[src/rtl/imem_pkg.sv]
`default_nettype none
// ============================================================================
// Module      : imem_pkg
// Description : Shared constants for the instruction-memory fetch block:
//               default word width, NOP encoding, fault-counter width and
//               the output-stage state encoding.
// Revision    : 1.0 - initial release
// ============================================================================
package imem_pkg;

  // Default instruction word width
  localparam int c_DATA_W = 32;

  // NOP is the all-zeros word; faulted fetches return it
  localparam logic c_NOP_BIT = 1'b0;

  // Width of the saturating faulted-fetch counter
  localparam int c_FAULT_CNT_W = 8;

  // One-entry output stage
  typedef logic [0:0] fsm_state_t;
  localparam fsm_state_t c_ST_EMPTY = 1'b0;
  localparam fsm_state_t c_ST_FULL  = 1'b1;

endpackage : imem_pkg
`default_nettype wire

[src/rtl/imem_array.sv]
`default_nettype none
// ============================================================================
// Module      : imem_array
// Description : Instruction storage. One write port, one synchronous read
//               port, no reset (contents survive rst). A read that collides
//               with a write to the same index returns the old word.
// Revision    : 1.0 - initial release
// Config      : IMEM_PARITY_EN - keep one even-parity bit per word and
//               report a mismatch on the registered read data.
// Ports       : clk       - clock
//               i_we      - write strobe
//               i_widx    - write word index
//               i_wdata   - write word
//               i_re      - read enable (captures word into read register)
//               i_ridx    - read word index
//               o_rdata   - registered read word
//               o_par_err - parity mismatch on o_rdata (0 without parity)
// ============================================================================
module imem_array
  import imem_pkg::*;
#(
  parameter int DATA_W = c_DATA_W,
  parameter int DEPTH  = 64,
  parameter int IDX_W  = $clog2(DEPTH)
) (
  input  logic              clk,
  input  logic              i_we,
  input  logic [IDX_W-1:0]  i_widx,
  input  logic [DATA_W-1:0] i_wdata,
  input  logic              i_re,
  input  logic [IDX_W-1:0]  i_ridx,
  output logic [DATA_W-1:0] o_rdata,
  output logic              o_par_err
);

  logic [DATA_W-1:0] r_mem [DEPTH];
  logic [DATA_W-1:0] r_rdata;

  // Non-blocking read/write gives read-old-data on a same-index collision
  always_ff @(posedge clk) begin
    if (i_we) begin
      r_mem[i_widx] <= i_wdata;
    end
    if (i_re) begin
      r_rdata <= r_mem[i_ridx];
    end
  end

  assign o_rdata = r_rdata;

`ifdef IMEM_PARITY_EN
  logic [DEPTH-1:0] r_par;
  logic             r_rpar;

  // Even parity: stored bit makes the total count of ones even
  always_ff @(posedge clk) begin
    if (i_we) begin
      r_par[i_widx] <= ^i_wdata;
    end
    if (i_re) begin
      r_rpar <= r_par[i_ridx];
    end
  end

  assign o_par_err = (^r_rdata) ^ r_rpar;
`else
  assign o_par_err = 1'b0;
`endif

endmodule : imem_array
`default_nettype wire

[src/rtl/imem_fetch.sv]
`default_nettype none
// ============================================================================
// Module      : imem_fetch
// Description : Instruction fetch unit. Accepts byte-address fetch requests,
//               returns the addressed word one cycle later through a
//               one-entry output register with valid/ready flow control,
//               faults misaligned / out-of-range fetches (returning NOP) and
//               counts faulted fetches with a saturating counter.
// Revision    : 1.0 - initial release
// Config      : IMEM_PARITY_EN - per-word parity; mismatch is a fault.
// Ports       : clk, rst              - clock, async active-high reset
//               req_valid/req_ready   - fetch request handshake
//               req_addr              - fetch byte address
//               rsp_valid/rsp_ready   - response handshake
//               rsp_data, rsp_fault   - fetched word, fault flag
//               load_we/idx/data      - program-load write port
//               fault_cnt             - saturating faulted-fetch count
// ============================================================================
module imem_fetch
  import imem_pkg::*;
#(
  parameter int DATA_W = c_DATA_W,
  parameter int DEPTH  = 64,
  parameter int ADDR_W = 32
) (
  input  logic                     clk,
  input  logic                     rst,
  input  logic                     req_valid,
  output logic                     req_ready,
  input  logic [ADDR_W-1:0]        req_addr,
  output logic                     rsp_valid,
  input  logic                     rsp_ready,
  output logic [DATA_W-1:0]        rsp_data,
  output logic                     rsp_fault,
  input  logic                     load_we,
  input  logic [$clog2(DEPTH)-1:0] load_idx,
  input  logic [DATA_W-1:0]        load_data,
  output logic [c_FAULT_CNT_W-1:0] fault_cnt
);

  localparam int c_IDX_W = $clog2(DEPTH);

  fsm_state_t               r_state;
  fsm_state_t               w_state_nxt;
  logic                     r_addr_fault;
  logic                     r_fresh;
  logic [c_FAULT_CNT_W-1:0] r_fault_cnt;

  logic [c_IDX_W-1:0] w_idx;
  logic               w_misalign;
  logic               w_oor;
  logic               w_accept;
  logic [DATA_W-1:0]  w_rdata;
  logic               w_par_err;
  logic               w_fault;

  assign w_idx      = req_addr[c_IDX_W+1:2];
  assign w_misalign = |req_addr[1:0];
  assign w_oor      = |req_addr[ADDR_W-1:c_IDX_W+2];
  assign w_accept   = req_valid && req_ready;

  imem_array #(
    .DATA_W (DATA_W),
    .DEPTH  (DEPTH),
    .IDX_W  (c_IDX_W)
  ) u_array (
    .clk       (clk),
    .i_we      (load_we),
    .i_widx    (load_idx),
    .i_wdata   (load_data),
    .i_re      (w_accept),
    .i_ridx    (w_idx),
    .o_rdata   (w_rdata),
    .o_par_err (w_par_err)
  );

  // ---------------- output-stage FSM: state register ----------------
  always_ff @(posedge clk or posedge rst) begin
    if (rst) begin
      r_state <= c_ST_EMPTY;
    end else begin
      r_state <= w_state_nxt;
    end
  end

  // ---------------- output-stage FSM: next state ----------------
  always_comb begin
    w_state_nxt = r_state;
    case (r_state)
      c_ST_EMPTY: if (w_accept) w_state_nxt = c_ST_FULL;
      c_ST_FULL: begin
        if (w_accept) begin
          w_state_nxt = c_ST_FULL;
        end else if (rsp_ready) begin
          w_state_nxt = c_ST_EMPTY;
        end
      end
      default: w_state_nxt = c_ST_EMPTY;
    endcase
  end

  // ---------------- output-stage FSM: outputs ----------------
  always_comb begin
    rsp_valid = (r_state == c_ST_FULL);
    // rst gates ready so nothing is accepted while reset is held
    req_ready = !rst && ((r_state == c_ST_EMPTY) || rsp_ready);
  end

  // Address fault is registered with the fetch; r_fresh marks the first
  // cycle a response is presented so each accepted fetch is counted once
  // (parity status is only known once the read register is loaded).
  always_ff @(posedge clk or posedge rst) begin
    if (rst) begin
      r_addr_fault <= 1'b0;
      r_fresh      <= 1'b0;
      r_fault_cnt  <= '0;
    end else begin
      r_fresh <= w_accept;
      if (w_accept) begin
        r_addr_fault <= w_misalign || w_oor;
      end
      if (r_fresh && w_fault && (r_fault_cnt != {c_FAULT_CNT_W{1'b1}})) begin
        r_fault_cnt <= r_fault_cnt + 1'b1;
      end
    end
  end

  assign w_fault   = r_addr_fault || w_par_err;
  assign rsp_fault = (r_state == c_ST_FULL) && w_fault;
  // Read register is not reset; gating by state keeps rsp_data zero in reset
  assign rsp_data  = ((r_state == c_ST_FULL) && !w_fault) ? w_rdata
                                                          : {DATA_W{c_NOP_BIT}};
  assign fault_cnt = r_fault_cnt;

endmodule : imem_fetch
`default_nettype wire

[config.mk]
export PLATFORM = sky130hd
export DESIGN_NAME = imem_fetch
export DESIGN_NICKNAME = d
export VERILOG_FILES = /design/src/rtl/imem_pkg.sv /design/src/rtl/imem_array.sv /design/src/rtl/imem_fetch.sv
export SDC_FILE = /design/constraint.sdc
export NUM_CORES = 2
export LEC_CHECK = 0
export ABC_AREA = 0
export CAP_MARGIN = 20
export CORE_ASPECT_RATIO = 2
export CORE_MARGIN = 5
export CORE_UTILIZATION = 40
export DETAILED_ROUTE_END_ITERATION = 7
export PLACE_DENSITY = 0.58
export SETUP_SLACK_MARGIN = 0.1
export SLEW_MARGIN = 25
export SYNTH_ARGS = -nofsm -noshare
export SYNTH_HDL_FRONTEND = slang
export SYNTH_SLANG_ARGS = --single-unit
[constraint.sdc]
create_clock -name clk -period 5.1 [get_ports clk]
set_input_delay 1.02 -clock clk [delete_from_list [all_inputs] [get_ports clk]]
set_output_delay 1.02 -clock clk [all_outputs]
set_load 0.01 [all_outputs]
==> results.json <==
{
  "clock_insertion_delay_worst_skew_ps": 810,
  "drt_iter0_drc": 3340,
  "antenna_found_initial": 15,
  "synthToLayoutAreaGrowth_pct": 13.5,
  "grt_use_total_pct": 19.5,
  "grt_pass1_wl_um": 294000,
  "drt_wl_total_um": 207000,
  "switching_share_pct": 21.1,
  "start_kind": "flop",
  "routedWlPerCell_um": 31.8,
  "slew_headroom_pct": 29.9,
  "synthTopCellsByArea": "edfxtp_1, mux4_2, mux2i_1",
  "busiest_layer": "met2",
  "routabilityCongestion": 0.819,
  "critical_path.max_fanout": 24,
  "worstHoldPathCells": 1,
  "ioPinCount": 118,
  "grtUsageMet2_pct": 37.2,
  "powerDensity_nw_per_um2": 378,
  "synth_most_common_cell": "edfxtp_1",
  "status": "completed",
  "net-switching-power_w": 0.00722,
  "yosys.area.top_type_share_pct": 78.3,
  "setup_ws_ps": 977,
  "syn_area_per_cell_um2": 22.6,
  "use_met1_pct": 23.1,
  "pwr-share-seq_pct": 55.9,
  "cp.required_ps": 4080,
  "avgViaCountPerCell": 5.78,
  "synth-edff-count": 2080,
  "fin_area_um2": 90500,
  "first_pass_iters": 7,
  "portBuffers": 117,
  "netlist_area_um2": 79700,
  "hold-worst-slack_ps": 491,
  "cp.arrival_ps": 3100,
  "synth_fp_nets": 3605,
  "endpoint_kind": "output pin",
  "grt_pass1_vias": 38896,
  "place_inst": 6189,
  "final_max_slew_viol_count": 0,
  "dp.final_hpwl_um": 127000,
  "die_y_um": 641,
  "synthArstFlopShare_pct": 0.526,
  "drt.antenna.violating_nets": 0,
  "drive_above_1_share_pct": 26.2,
  "postPlaceCellArea_um2": 85000,
  "fmax_ghz": 0.243,
  "vdd_drop_max_mv": 0.255,
  "fillerInstances": 16469,
  "clk_path_buf_depth": 4,
  "synth_warnings": 0,
  "clkSinkCount": 2091,
  "seq_area_um2": 62700,
  "p_leak_nw": 28.0,
  "grt_max_degree": 119,
  "hp-class": "flop to flop",
  "rsz0062_at_grt": "false",
  "power_frac_comb_pct": 5.5,
  "timing.final.crit_share_pct": 80.8,
  "power.internal_w": 0.0270,
  "setup_violations": 0,
  "hold_buffers": 0,
  "layout.nets": 3880,
  "cts_made_buffers": 176,
  "cts_setup_buffers": 0,
  "fin_cells": 6505,
  "synth_ff_type": "edfxtp_1",
  "initial_core_util_pct": 40.2,
  "fp.dieArea_um2": 209000,
  "rr_worst_depth": 5,
  "ctsResizeCount": 0,
  "drv_cap": 0,
  "fin_worst_skew_ps": 30.0,
  "synthCells": 3529,
  "rows": 231,
  "hold_viol": 0,
  "grt_overflow": 0,
  "synth_largest_area_cell": "edfxtp_1",
  "path_clk_slew_ps": 70,
  "worst-setup-path-type": "flop to output pin",
  "worstMarginPinSlew_ps": 1040,
  "fin_crit_ps": 4120,
  "met3_usage_pct": 2.49,
  "cts_root_buf": "clkbuf_16",
  "p_clk_share_pct": 38.6,
  "fp.coreArea_um2": 198000,
  "tns_ps": 0,
  "synth_common_cells": "edfxtp_1, mux4_2, mux2i_1",
  "cts_tree": "built",
  "multi_input_area_um2": 16500,
  "synth_seq_area_share_pct": 78.7,
  "dieWidth_um": 326,
  "h-tree-depth": 4,
  "synth-seq-cells": 2091,
  "pre_cts_ws_ps": 1020,
  "synthDistinctLibCells": 53,
  "num_vias": 37616,
  "drc": 0
}
==> area by class of cell <==
cell class,count,share of cell area [%]
Clock buffer,220,5.14
Antenna cell,9,0.0249
Tap cell,2563,3.54
Timing Repair Buffer,294,2.91
Sequential cell,2091,69.3
Clock inverter,87,0.875
Multi-Input combinational cell,1237,18.2
Inverter,4,0.0194
==> power groups by stage <==
| stage | combinational (W) | sequential, W | clock, W |
|---|---|---|---|
| finish | 0.00187 | 0.0191 | 0.0132 |
| global route | 0.00198 | 0.0191 | 0.0141 |
| CTS | 0.00190 | 0.0191 | 0.0135 |
| detailed placement | 0.00190 | 0.0195 | 0 |
| global placement | 0.00187 | 0.0195 | 0 |
| floorplan | 0.000984 | 0.0195 | 0 |
==> cells in the final DEF, fill, tap and decap left out, drive strengths merged, types with 11 or more instances in the layout <==
cell / n
a211oi: 16
a21oi: 16
a221oi: 11
a22o: 17
a22oi: 13
a2bb2oi: 11
and2: 35
buf: 215
bufinv: 14
clkbuf: 220
clkdlybuf4s50: 79
clkinv: 62
dfrtp: 11
edfxtp: 2080
mux2: 30
mux2i: 132
mux4: 473
nand2: 40
nand2b: 16
nand3: 11
nor2: 104
nor2b: 16
nor3: 21
nor4: 32
o21ai: 27
o221ai: 20
o22a: 14
o22ai: 129
==> sequential cells by signal, summed over array words and instances, names as in the netlist <==
| name | cells |
|---|---|
| r_addr_fault | 1 |
| u_array.r_mem | 2048 |
| r_fresh | 1 |
| fault_cnt | 8 |
| u_array.o_rdata | 32 |
| rsp_valid | 1 |
==> critical path, stage by stage, from the launching register on <==
cell and delay [ps]:
dfrtp_1 400, nor2b_4 750, and2_1 490, clkdlybuf4s50_1 630
==> cells by family (layout without fill, tap and decap cells) <==
kind of cell,after synthesis,count (layout),synth area share [%]
multiplexers,635,635,15.4
AO/OA/AOI/OAI,293,293,2.57
XOR/XNOR,7,7,0.0769
flip-flops,2091,2091,78.7
other,0,9,0
adder cells (fa/ha/maj),1,1,0.0157
AND/OR/NAND/NOR,301,301,1.88
buffers and inverters,201,605,1.35
==> worst paths after layout <==
kind	startpoint	to	slack, ps
setup / recovery	rsp_valid$_DFF_PP0_	rsp_data[5]	980
hold / removal	fault_cnt[5]$_DFFE_PP0P_	fault_cnt[5]$_DFFE_PP0P_	490
setup reg to reg	u_array.r_mem[28][31]$_DFFE_PP_	u_array.o_rdata[31]$_DFFE_PP_	2980
hold reg to reg	fault_cnt[5]$_DFFE_PP0P_	fault_cnt[5]$_DFFE_PP0P_	490
max in group asynchronous	rst	fault_cnt[3]$_DFFE_PP0P_	4250
min in group asynchronous	rst	r_addr_fault$_DFFE_PP0P_	550
==> routing by layer <==
layer	vias up	wire length, µm	share of wire [%]
li1	15549	-	-
met1	20559	75100	36
met2	1189	115000	56
met3	311	10000	4.8
met4	8	6420	3.1
met5	-	57	0.028
==> per-stage QoR <==
step | total power, W | util (%)
after global placement | 0.0214 | 42.9
after CTS | 0.0345 | 45.6
after detailed placement | 0.0214 | 42.9
final | 0.0342 | 45.7
after global routing | 0.0352 | 45.7
after floorplan | 0.0205 | -
(Power assumes the default switching activity.)
